[src/rtl/lsu_apb_master_pkg.sv]
// Shared definitions for the load/store unit: RV32I width codes, FSM states,
// strobe patterns and the request-legality helpers used at accept time.
package lsu_apb_master_pkg;

   localparam logic [2:0] F3_B  = 3'b000;
   localparam logic [2:0] F3_H  = 3'b001;
   localparam logic [2:0] F3_W  = 3'b010;
   localparam logic [2:0] F3_BU = 3'b100;
   localparam logic [2:0] F3_HU = 3'b101;

   localparam logic [3:0] STRB_B = 4'b0001;
   localparam logic [3:0] STRB_H = 4'b0011;
   localparam logic [3:0] STRB_W = 4'b1111;

   typedef enum logic [1:0] {
      IDLE,
      SETUP,
      ACCESS,
      RESP
   } lsu_state_t;

   function automatic logic func3_valid(input logic [2:0] f3);
      return (f3 == F3_B) || (f3 == F3_H) || (f3 == F3_W) ||
             (f3 == F3_BU) || (f3 == F3_HU);
   endfunction

   // func3[1:0] encodes the access size for both loads and stores.
   function automatic logic misaligned(input logic [2:0] f3, input logic [1:0] addr_lo);
      return ((f3[1:0] == 2'b01) && addr_lo[0]) ||
             ((f3[1:0] == 2'b10) && (addr_lo != 2'b00));
   endfunction

endpackage

[src/rtl/lsu_apb_master_load_extend.sv]
// Picks the addressed byte/half out of an APB read word and sign- or
// zero-extends it according to the load's func3.
module load_extend
   import lsu_apb_master_pkg::*;
(
   input  logic [2:0]  func3_i,
   input  logic [1:0]  addr_lo_i,
   input  logic [31:0] prdata_i,
   output logic [31:0] data_o
);

   logic [7:0]  byte_sel;
   logic [15:0] half_sel;

   always_comb begin
      unique case (addr_lo_i)
         2'd0:    byte_sel = prdata_i[7:0];
         2'd1:    byte_sel = prdata_i[15:8];
         2'd2:    byte_sel = prdata_i[23:16];
         default: byte_sel = prdata_i[31:24];
      endcase
      half_sel = addr_lo_i[1] ? prdata_i[31:16] : prdata_i[15:0];
   end

   always_comb begin
      unique case (func3_i)
         F3_B:    data_o = {{24{byte_sel[7]}}, byte_sel};
         F3_BU:   data_o = {24'h0, byte_sel};
         F3_H:    data_o = {{16{half_sel[15]}}, half_sel};
         F3_HU:   data_o = {16'h0, half_sel};
         default: data_o = prdata_i;
      endcase
   end

endmodule

[src/rtl/lsu_apb_master.sv]
// RV32I load/store unit: one request at a time, issued as an APB transfer
// with wait-state support, a bounded ACCESS timeout and extended load data.
module lsu_apb_master
   import lsu_apb_master_pkg::*;
#(
   parameter int ADDR_W  = 32,
   parameter int TIMEOUT = 16
) (
   input  logic              clk,
   input  logic              reset,
   input  logic              req_valid,
   input  logic              req_we,
   input  logic [2:0]        req_func3,
   input  logic [ADDR_W-1:0] req_addr,
   input  logic [31:0]       req_wdata,
   output logic              busy,
   output logic              rsp_valid,
   output logic [31:0]       rsp_rdata,
   output logic              rsp_err,
   output logic [ADDR_W-1:0] paddr,
   output logic              psel,
   output logic              penable,
   output logic              pwrite,
   output logic [31:0]       pwdata,
   output logic [3:0]        pstrb,
   input  logic [31:0]       prdata,
   input  logic              pready,
   input  logic              pslverr
);

   localparam int CNT_W = (TIMEOUT > 1) ? $clog2(TIMEOUT) : 1;
   localparam logic [CNT_W-1:0] CNT_LAST = CNT_W'(TIMEOUT - 1);

   lsu_state_t        state_q, state_d;
   logic [ADDR_W-1:0] addr_q, addr_d;
   logic [2:0]        func3_q, func3_d;
   logic              we_q, we_d;
   logic [31:0]       wdata_q, wdata_d;
   logic [3:0]        strb_q, strb_d;
   logic [31:0]       rdata_q, rdata_d;
   logic              err_q, err_d;
   logic [CNT_W-1:0]  cnt_q, cnt_d;

   logic [31:0] lane_wdata;
   logic [3:0]  lane_strb;
   logic [31:0] load_data;

   load_extend u_load_extend (
      .func3_i   (func3_q),
      .addr_lo_i (addr_q[1:0]),
      .prdata_i  (prdata),
      .data_o    (load_data)
   );

   // Store data is replicated across lanes so the slave can take any byte/half.
   always_comb begin
      unique case (req_func3[1:0])
         2'b00: begin
            lane_wdata = {4{req_wdata[7:0]}};
            lane_strb  = STRB_B << req_addr[1:0];
         end
         2'b01: begin
            lane_wdata = {2{req_wdata[15:0]}};
            lane_strb  = STRB_H << req_addr[1:0];
         end
         default: begin
            lane_wdata = req_wdata;
            lane_strb  = STRB_W;
         end
      endcase
   end

   always_comb begin
      // NOTE: every next-state signal gets its hold value first so no path infers a latch.
      state_d = state_q;
      addr_d  = addr_q;
      func3_d = func3_q;
      we_d    = we_q;
      wdata_d = wdata_q;
      strb_d  = strb_q;
      rdata_d = rdata_q;
      err_d   = err_q;
      cnt_d   = cnt_q;

      unique case (state_q)
         IDLE: begin
            if (req_valid) begin
               addr_d  = req_addr;
               func3_d = req_func3;
               we_d    = req_we;
               wdata_d = req_we ? lane_wdata : 32'h0;
               strb_d  = req_we ? lane_strb : 4'h0;
               rdata_d = 32'h0;
               err_d   = 1'b0;
               cnt_d   = '0;
               if (!func3_valid(req_func3) || misaligned(req_func3, req_addr[1:0])) begin
                  err_d   = 1'b1;
                  state_d = RESP;
               end else begin
                  state_d = SETUP;
               end
            end
         end
         SETUP: begin
            cnt_d   = '0;
            state_d = ACCESS;
         end
         ACCESS: begin
            // A ready on the final allowed cycle still wins over the timeout.
            if (pready) begin
               err_d   = pslverr;
               rdata_d = (we_q || pslverr) ? 32'h0 : load_data;
               state_d = RESP;
            end else if (cnt_q == CNT_LAST) begin
               err_d   = 1'b1;
               rdata_d = 32'h0;
               state_d = RESP;
            end else begin
               cnt_d = cnt_q + CNT_W'(1);
            end
         end
         default: begin
            state_d = IDLE;
         end
      endcase
   end

   always_ff @(posedge clk or posedge reset) begin
      if (reset) begin
         state_q <= IDLE;
         addr_q  <= '0;
         func3_q <= '0;
         we_q    <= 1'b0;
         wdata_q <= '0;
         strb_q  <= '0;
         rdata_q <= '0;
         err_q   <= 1'b0;
         cnt_q   <= '0;
      end else begin
         state_q <= state_d;
         addr_q  <= addr_d;
         func3_q <= func3_d;
         we_q    <= we_d;
         wdata_q <= wdata_d;
         strb_q  <= strb_d;
         rdata_q <= rdata_d;
         err_q   <= err_d;
         cnt_q   <= cnt_d;
      end
   end

   assign busy      = (state_q != IDLE);
   assign rsp_valid = (state_q == RESP);
   assign rsp_err   = rsp_valid && err_q;
   assign rsp_rdata = rsp_valid ? rdata_q : 32'h0;
   assign psel      = (state_q == SETUP) || (state_q == ACCESS);
   assign penable   = (state_q == ACCESS);
   assign paddr     = {addr_q[ADDR_W-1:2], 2'b00};
   assign pwrite    = we_q;
   assign pwdata    = wdata_q;
   assign pstrb     = strb_q;

endmodule

[config.mk]
export PLATFORM = sky130hd
export DESIGN_NAME = lsu_apb_master
export DESIGN_NICKNAME = d
export VERILOG_FILES = /design/src/rtl/lsu_apb_master_pkg.sv /design/src/rtl/lsu_apb_master_load_extend.sv /design/src/rtl/lsu_apb_master.sv
export SDC_FILE = /design/constraint.sdc
export NUM_CORES = 1
export LEC_CHECK = 0
export CORE_ASPECT_RATIO = 0.5
export CORE_UTILIZATION = 48
export CTS_BUF_LIST = sky130_fd_sc_hd__clkbuf_4 sky130_fd_sc_hd__clkbuf_8
export CTS_CLUSTER_SIZE = 25
export DETAILED_ROUTE_END_ITERATION = 10
export PLACE_DENSITY = 0.82
export SLEW_MARGIN = 20
export SYNTH_ARGS = -nofsm -noshare
export SYNTH_HDL_FRONTEND = slang
export SYNTH_HIERARCHICAL = 1
export SYNTH_SLANG_ARGS = --single-unit
export TNS_END_PERCENT = 20
[constraint.sdc]
create_clock -name clk -period 5 [get_ports clk]
set_clock_uncertainty 0.1 [all_clocks]
set_input_delay 0.75 -clock clk [delete_from_list [all_inputs] [get_ports clk]]
set_output_delay 0.75 -clock clk [all_outputs]
set_load 0.03 [all_outputs]
==> flow_metrics.py <==
metrics = {
    "run_status": {
        "outcome": "finished with violations",
        "violations": "DRC",
    },
    "worst_setup_path": {
        "cp.arrival_ns": 2.30,
        "start_kind": "flop",
        "reg2reg_slack_ns": 2.49,
        "end_kind": "primary output",
        "crit_type": "reg2out",
        "cp_data_required_time_ns": 4.15,
        "cp_max_fo": 41,
        "reg2reg_depth": 5,
    },
    "routing": {
        "wl_met1_mm": 6.959,
        "wl_met3_mm": 1.218,
        "vias": 5561,
        "ant_nets": 0,
        "routed.top_layer": "met4",
        "wl_mm": 17.10,
        "drc": 18,
        "drtPass1Iterations": 8,
        "wl_per_cell_microns": 16.38,
        "drtIter0Drc": 435,
        "wl_met2_mm": 8.607,
        "viasPerCell": 5.327,
    },
    "grt": {
        "grt_pass1_wl_mm": 27.73,
        "antenna_found_initial": 0,
        "track_usage_pct": 25.44,
        "grt_max_degree": 89,
        "grt_pass1_vias": 5447,
        "grt_overflow": 0,
    },
    "cells_and_area": {
        "postLayoutCellArea_sq_um": 8407,
        "drive_gt1_share_pct": 5.492,
        "finish.utilization_pct": 65.45,
        "n_antenna_cell": 0,
        "nNetsFinal": 978,
        "syn2layout_area_growth_pct": 31.23,
    },
    "sta": {
        "fmax_ghz": 0.3177,
        "slew_violations": 0,
        "period_minus_slack_ns": 3.148,
        "rsz0062_at_grt": "false",
        "hold_viol": 0,
        "tightest_slew_ns": 1.021,
        "max_slew_margin_pct": 31.92,
        "setup_viol": 0,
        "tns_ns": 0,
        "finalCritPeriodShare_pct": 62.96,
    },
    "floorplanning": {
        "core-area_sq_um": 12840,
        "dieArea_sq_um": 13840,
        "rows": 29,
        "die_h_microns": 83.69,
        "start_util_pct": 49.87,
        "die-width_microns": 165.4,
        "io_pins": 211,
    },
    "synthesis": {
        "async_flop_share_pct": 100.0,
        "syn_area_per_cell_sq_um": 8.812,
        "ys_ff_latch": 111,
        "yosys.area.top_type": "dfrtp_1",
        "synth_ff_type": "dfrtp_1",
        "yosysTopAreaCellShare_pct": 43.36,
        "ys_warn_count": 6,
        "ys_top_cells_by_count": "193 x nand2_1, 111 x dfrtp_1, 48 x inv_1",
        "synth_seq_area_share_pct": 43.36,
        "ys_types": 52,
        "synthCells": 727,
        "synth_edf_count": 0,
        "yosys-top-cells-area": "dfrtp_1 43%, nand2_1 11%, mux2i_1 6.9%",
        "yosysMostFrequentCell": "nand2_1",
        "synth_area_sq_um": 6406,
    },
    "flow_run": {
        "max_cap_viol_count": 0,
    },
    "clock_network": {
        "clock-root-buffer": "clkbuf_8",
        "ctsHoldBuffers": 0,
        "cts.sink_count": 111,
        "clk_pin_slew_ns": 0.11,
        "clockBufferDepth": 2,
        "ctsHtreeMaxLevel": 3,
        "cts-resized-gates": 0,
        "postCtsSetupRepairBufs": 0,
        "cts_tree": "built",
        "cts_made_buffers": 9,
        "clk_latency_ns": 0.37,
    },
    "placed_design": {
        "placed_cell_area_sq_um": 8222,
        "hpwl_mm": 11.97,
        "portBuffers": 208,
        "place.gp.congestion": 0.8784,
    },
    "pwr": {
        "total_leakage_power_nw": 3.714,
        "vdd_drop_max_uv": 259.9,
        "power_density_nw_per_um2": 553.2,
    },
    "hold_path": {
        "hp-class": "reg2reg",
        "holdPathStages": 2,
    },
}
-- layout make-up --
class	instances	area, sq um
fill	1095	4438
multi-input combinational	483	2917
sequential	111	2778
timing repair buffer	214	2127
tap	170	212.7
inverter	50	192.7
clock buffer	9	123.9
clock inverter	7	56.30
-- path summary, 6_finish.rpt --
check	start	endpoint
worst max-delay path	state_q[1]	rsp_rdata[24]
worst min-delay path	addr_q[2]	addr_q[2]
worst max register to register	func3_q[1]	rdata_q[31]
worst min register to register	addr_q[2]	addr_q[2]
max in group asynchronous	reset	pwdata[11]
min in group asynchronous	reset	addr_q[9]
-- layer usage --
| layer | up-vias | track usage [%] |
|---|---|---|
| met2 | 209 | 44.77 |
| met5 | - | 0 |
| met1 | 2677 | 31.79 |
| met3 | 25 | 5.216 |
| met4 | 0 | 6.446 |
| li1 | 2650 | - |
-- cells in the final DEF, fill, tap and decap left out, drive strengths merged, types with 9 or more instances in the layout --
cell	synthesis	routed
and2	34	34
o21ai	55	55
inv	49	51
o22ai	18	18
mux2	10	10
clkdlybuf4s50	0	208
dfrtp	111	111
nor2	31	31
clkbuf	24	9
nor2b	15	15
nand3	10	10
mux2i	44	44
a21oi	16	16
nand2	193	193
-- worst max-delay path, stage by stage, from the launching register on --
cell and delay [ns]:
dfrtp_1 0.40, ha_2 0.61, and2_1 0.23, clkdlybuf4s50_1 0.68
-- where the power goes --
part	switching, mW	internal, mW	total, mW
Sequential	0.247	1.22	1.46
Clock	0.334	0.188	0.522
Combinational	1.58	1.08	2.66
-- per-stage QoR --
step           std cells  total power, mW  setup slack (ns)  hold WS [ns]
2_1_floorplan        728            3.465             1.219        0.3469
3_3_place_gp        1028            4.078             2.003        0.3533
3_5_place_dp        1028            4.149             1.881        0.3594
4_1_cts             1044            4.672             1.445        0.3879
5_1_grt             1044            4.940             1.729        0.4022
6_report            1044            4.651             1.852        0.3825
-- registers in the layout, summed over array words and instances, names as in the netlist --
| name | flops |
|---|---|
| func3_q | 3 |
| err_q | 1 |
| rdata_q | 32 |
| addr_q | 32 |
| cnt_q | 4 |
| pstrb | 4 |
| pwrite | 1 |
| pwdata | 32 |
| state_q | 2 |
-- cell families after synthesis --
family,after synthesis,share of synthesized area (%)
AO/OA/AOI/OAI,122,12.56
adder cells (fa/ha/maj),4,0.7813
buffers and inverters,134,11.50
flip-flops,111,43.36
multiplexers,61,11.62
other,1,0.05854
AND/OR/NAND/NOR,294,20.12
(Power assumes the default switching activity.)
